File: config.mk
export PLATFORM = sky130hd
export DESIGN_NAME = alarm_ctrl
export DESIGN_NICKNAME = d
export VERILOG_FILES = /design/src/rtl/alarm_ctrl.sv
export SDC_FILE = /design/constraint.sdc
export NUM_CORES = 1
export LEC_CHECK = 0
export CAP_MARGIN = 10
export CORE_UTILIZATION = 46
export DETAILED_ROUTE_END_ITERATION = 8
export HOLD_SLACK_MARGIN = 0.15
export PLACE_DENSITY_LB_ADDON = 0.08
export REMOVE_ABC_BUFFERS = 1
export SLEW_MARGIN = 20
export SYNTH_ARGS = -nofsm -noshare
export SYNTH_HDL_FRONTEND = slang
export SYNTH_SLANG_ARGS = --single-unit
File: constraint.sdc
create_clock -name clk -period 2.06 [get_ports clk]
set_input_delay 0.309 -clock clk [delete_from_list [all_inputs] [get_ports clk]]
set_output_delay 0.309 -clock clk [all_outputs]
set_load 0.01 [all_outputs]
File: src/rtl/alarm_ctrl.sv
`default_nettype none
// ============================================================================
// Module   : alarm_ctrl
// Purpose  : Alarm clock controller. It stores the alarm time, detects a
//            match on each time step and drives the ringing FSM and buzzer.
//            Define ALARM_SNOOZE_EN to build the SNOOZE state and its counter.
// Revision : 1.0 - initial release
// ============================================================================
module alarm_ctrl #(
    parameter int CLK_HZ     = 50000000,
    parameter int TONE_HZ    = 1000,
    parameter int RING_SEC   = 30,
    parameter int SNOOZE_SEC = 300
) (
    input  logic       clk,
    input  logic       rst,
    input  logic [5:0] i_sec,
    input  logic [5:0] i_min,
    input  logic [5:0] i_alm_sec,
    input  logic [5:0] i_alm_min,
    input  logic       i_alm_load,
    input  logic       i_alarm_en,
    input  logic       i_stop,
    input  logic       i_snooze,
    output logic       o_buzz,
    output logic       o_ringing,
    output logic [1:0] o_state,
    output logic [5:0] o_alm_sec,
    output logic [5:0] o_alm_min
);

    localparam int c_HALF   = CLK_HZ / (2 * TONE_HZ);
    localparam int c_DIV_W  = $clog2(c_HALF + 1);
    localparam int c_RING_W = $clog2(RING_SEC + 1);

    localparam logic [c_DIV_W-1:0]  c_DIV_LAST  = c_DIV_W'(c_HALF - 1);
    localparam logic [c_RING_W-1:0] c_RING_LAST = c_RING_W'(RING_SEC - 1);

    localparam logic [1:0] c_IDLE = 2'd0;
    localparam logic [1:0] c_RING = 2'd1;

    logic [11:0]         r_t_q;
    logic [11:0]         r_t_q2;
    logic [5:0]          r_alm_min;
    logic [5:0]          r_alm_sec;
    logic [1:0]          r_state;
    logic [c_RING_W-1:0] r_ring_cnt;
    logic [c_DIV_W-1:0]  r_div;
    logic                r_buzz;

    logic [1:0] w_state_nxt;
    logic       w_ring_clr;
    logic       w_ring_inc;
    logic       w_step;
    logic       w_match;
    logic       w_load_ok;

`ifdef ALARM_SNOOZE_EN
    localparam int c_SNZ_W = $clog2(SNOOZE_SEC + 1);
    localparam logic [c_SNZ_W-1:0] c_SNZ_LAST = c_SNZ_W'(SNOOZE_SEC - 1);
    localparam logic [1:0] c_SNOOZE = 2'd2;

    logic [c_SNZ_W-1:0] r_snz_cnt;
    logic               w_snz_clr;
    logic               w_snz_inc;
`else
    logic w_unused_snooze;
    assign w_unused_snooze = i_snooze;
`endif

    // Both time registers reset to zero, so no step (hence no match) is
    // seen on the first cycle after reset release.
    assign w_step    = (r_t_q != r_t_q2);
    assign w_match   = w_step && (r_t_q == {r_alm_min, r_alm_sec}) && i_alarm_en;
    assign w_load_ok = i_alm_load && (i_alm_min <= 6'd59) && (i_alm_sec <= 6'd59);

    always_comb begin
        w_state_nxt = r_state;
        w_ring_clr  = 1'b0;
        w_ring_inc  = 1'b0;
`ifdef ALARM_SNOOZE_EN
        w_snz_clr   = 1'b0;
        w_snz_inc   = 1'b0;
`endif
        if (!i_alarm_en) begin
            w_state_nxt = c_IDLE;
        end else begin
            case (r_state)
                c_IDLE: begin
                    if (w_match) begin
                        w_state_nxt = c_RING;
                        w_ring_clr  = 1'b1;
                    end
                end
                c_RING: begin
                    if (i_stop) begin
                        w_state_nxt = c_IDLE;
`ifdef ALARM_SNOOZE_EN
                    end else if (i_snooze) begin
                        w_state_nxt = c_SNOOZE;
                        w_snz_clr   = 1'b1;
`endif
                    end else if (w_step) begin
                        if (r_ring_cnt == c_RING_LAST) w_state_nxt = c_IDLE;
                        else                           w_ring_inc  = 1'b1;
                    end
                end
`ifdef ALARM_SNOOZE_EN
                c_SNOOZE: begin
                    if (i_stop) begin
                        w_state_nxt = c_IDLE;
                    end else if (w_step) begin
                        if (r_snz_cnt == c_SNZ_LAST) begin
                            w_state_nxt = c_RING;
                            w_ring_clr  = 1'b1;
                        end else begin
                            w_snz_inc = 1'b1;
                        end
                    end
                end
`endif
                default: w_state_nxt = c_IDLE;
            endcase
        end
    end

    always_ff @(posedge clk) begin
        if (rst) begin
            r_t_q      <= '0;
            r_t_q2     <= '0;
            r_alm_min  <= '0;
            r_alm_sec  <= '0;
            r_state    <= c_IDLE;
            r_ring_cnt <= '0;
        end else begin
            r_t_q   <= {i_min, i_sec};
            r_t_q2  <= r_t_q;
            r_state <= w_state_nxt;
            if (w_load_ok) begin
                r_alm_min <= i_alm_min;
                r_alm_sec <= i_alm_sec;
            end
            if (w_ring_clr)      r_ring_cnt <= '0;
            else if (w_ring_inc) r_ring_cnt <= r_ring_cnt + c_RING_W'(1);
        end
    end

`ifdef ALARM_SNOOZE_EN
    always_ff @(posedge clk) begin
        if (rst || w_snz_clr) r_snz_cnt <= '0;
        else if (w_snz_inc)   r_snz_cnt <= r_snz_cnt + c_SNZ_W'(1);
    end
`endif

    // Keyed on the next state so the buzzer is silent in the very cycle
    // RING is left, and the divider restarts on every entry.
    always_ff @(posedge clk) begin
        if (rst || (w_state_nxt != c_RING) || (r_state != c_RING)) begin
            r_div  <= '0;
            r_buzz <= 1'b0;
        end else if (r_div == c_DIV_LAST) begin
            r_div  <= '0;
            r_buzz <= ~r_buzz;
        end else begin
            r_div  <= r_div + c_DIV_W'(1);
        end
    end

    assign o_buzz    = r_buzz;
    assign o_ringing = (r_state == c_RING);
    assign o_state   = r_state;
    assign o_alm_min = r_alm_min;
    assign o_alm_sec = r_alm_sec;

endmodule
`default_nettype wire

==> summary.md <==
| Metric | Value |
|---|---|
| Post-Route WL | 5020 um |
| Logic gate share of total power | between 10% and 20% |
| Initial DRT Pass Iterations | 4 |
| Initial Utilization | around half |
| Sw Pwr | between 0.0006 and 0.0007 W |
| Fin Clk Skew | 0.01148 ns |
| # IOs | 46 |
| Pin count of the biggest net entering global routing | 24 |
| Via count | a little under 2k |
| Wire per inst | 12.58 um |
| Status | finished clean |
| Internal power | about 0.0018 W |
| Final hold viol count | 0 |
| P&R area growth vs syn | 31.43% |
| Iter 0 DRT Violations | 60 |
| Min-delay worst type | reg -> reg |
| Cells after Synth | between 200 and 300 |
| Lkg Pwr | ~1.3 nW |
| Tmin final | about 1.9 ns |
| IO Port Bufs | 44 |
| # clock sinks | slightly below 60 |
| Max_cap viols | 0 |
| Post-route cell area | ~3300 um^2 |
| Number of global-route vias before repair | 1,840 |
| RePlAce Congestion | 0.8284 |
| Top FF cell, synth | dfxtp_1 |
| CTS tree | done |
| VDD IR max | ~0.00054 V |
| CTS Buf Count | 9 |
| GRT Overall Usage | between 20% and 30% |
| Post-layout util | between 60% and 70% |
| FP Rows | 26 |
| Die H | approximately 76 um |
| Unrepaired setup endpoints after global routing | false |
| Setup violators final | 0 |
| Layout cells sized above 1 | approximately 10% |
| Setup TNS | 0 ns |
| Yosys reg bits | slightly below 60 |
| Clock Tree Root | clkbuf_8 |
| Layout net count | approximately 360 |
| Asr flop ratio synth | 0% |
| Die area | 5734 um^2 |
| Antenna viol nets, final | 0 |
| PwrDens | 734.5 nW/um^2 |
| Die width | between 70 and 80 um |
| Postcts setup bufs | 0 |
| Required time of the critical path | 2.30 ns |
| # DRC | 0 |
| CTS Buffer Depth | 2 |
| Post-cts hold buffer count | 0 |
| Critical path class | reg -> reg |
| Mapped Avg Cell Area | about 9.5 um^2 |
| Vias/cell | a little under 5 |
| Gr ovfl total | 0 |
| Area of the core | between 5000 and 6000 um^2 |
| First-pass GRT wire length | ~8300 um |
| Area of the mapped netlist | ~2500 um^2 |
| Clk pwr share | 39.8% |
| Sequential-to-total area share from yosys stat | between 40% and 50% |
| F_max | between 500 and 600 MHz |
| DP HPWL | 3623 um |
| Critical Path AT | ~2.1 ns |
| Number of synthesized flops with an enable pin | 0 |
| Reg clk slew, reported paths | about 0.070 ns |
| Switch share | a little over a quarter |
| Post-synth cell types | 36 |
| Yosys warns | 0 |
| Kind of end point of the critical path | flop |
| Initial antenna violation count | 0 |
| H-Tree Depth | 3 |
| Flop pwr share | ~50% |
| Max-slew violations | 0 |
| Final Cycle Share | slightly above 90% |
| Worst-skew pair later-pin latency | around 0.35 ns |
| Resized cells post-CTS | 0 |
| Cell area after placement | about 3100 um^2 |
| CP Launch Type | flop |
| # diodes | 0 |
| CP Max Fanout | 9 |
[stage by stage]
stage | worst slack [ns] | cells | power (W) | hold slack, ns
CTS | 0.1577 | 399 | 0.002445 | 0.4910
global route | 0.05862 | 399 | 0.002523 | 0.5000
detailed placement | 0.07552 | 383 | 0.001482 | 0.4803
floorplan | 0.2094 | 256 | 0.001347 | 0.3806
finish | 0.1558 | 399 | 0.002413 | 0.4879
global placement | 0.09731 | 383 | 0.001479 | 0.4687
[synthesized netlist by cell type, drive strengths merged (2+ instances only)]
cell    number  area, um^2
nand4        9       56.30
nand2       14       52.55
nor3        15       80.08
inv          8       30.03
clkbuf       4       15.01
ha           3       37.54
mux2i       10       100.1
or4          5       41.29
nor2b       26       162.7
a21oi        3       15.01
nor4         6       37.54
buf          3       20.01
dfxtp       59        1181
nand3        9       45.04
xor2        23       201.4
a211oi       2       15.01
a22o         3       26.28
nand4b       2       17.52
o31ai        4       30.03
nor2        29       108.9
xnor2       15       131.4
[final timing paths]
check | from | slack (ns) | cells past startpoint | endpoint
min | r_ring_cnt[4] | 0.49 | 2 | r_ring_cnt[4]
min reg2reg | r_ring_cnt[4] | 0.49 | 2 | r_ring_cnt[4]
max | r_div[0] | 0.16 | 5 | r_div[14]
max reg2reg | r_div[0] | 0.16 | 5 | r_div[14]
[power groups by stage]
stage	Sequential, W	Combinational, W	Clock (W)
after global placement	0.00124	0.000241	0
after detailed placement	0.00124	0.000243	0
after global routing	0.00122	0.000266	0.00104
after floorplan	0.00124	0.000107	0
final	0.00121	0.000241	0.000961
after CTS	0.00121	0.000244	0.000989
[registers in the layout, indices dropped and copies added, names as in the netlist]
register	cells
o_alm_min	6
o_alm_sec	6
o_buzz	1
o_state	2
r_div	15
r_ring_cnt	5
r_t_q	12
r_t_q2	12
[placed cells by master (no fill, tap or decap), types with 4 or more instances in the layout]
master	synthesis	layout
buf_4	0	12
clkbuf_8	0	9
clkdlybuf4s50_1	0	44
dfxtp_1	59	59
inv_1	8	8
mux2i_1	10	10
nand2_1	14	14
nand3_1	9	9
nand4_1	9	9
nor2_1	29	29
nor2b_1	26	26
nor3_1	14	14
nor4_1	6	6
o31ai_1	4	4
or4_1	4	4
xnor2_1	15	15
xor2_1	23	23
[metal layers]
metal  GRT usage (%)  vias to the layer above  routed length, um
li1                -                     1027                  -
met1           23.06                      870               2324
met2           32.94                       51               2335
met3           8.333                        8                284
met4           8.230                        0                 76
met5               0                        -                  0
[worst max-delay path, cell delays in order, from the launching register on]
cell and delay, ns:
dfxtp_1 0.36, ha_1 0.17, or4bb_1 0.40, or4_4 0.48, and3_4 0.25, nor3b_1 0.14
[area by class of cell]
cell class / instances / area, um^2
well taps: 70 / 87.58
inverters: 8 / 30.03
clock inverters: 7 / 58.81
fillers: 454 / 1887
flip-flops and latches: 59 / 1181
clock buffers: 9 / 123.9
multi-input cells: 189 / 1254
repair buffers: 57 / 550.5
[kinds of logic after synthesis]
kind of cell	share of synthesized area (%)
simple gates	26.18
flops	47.25
xor+xnor	13.31
compound gates	5.005
buf+inv	2.602
mux	4.004
fa+ha+maj	1.502
other cells	0.1500
Note: power is estimated with default switching activity, not from simulation.
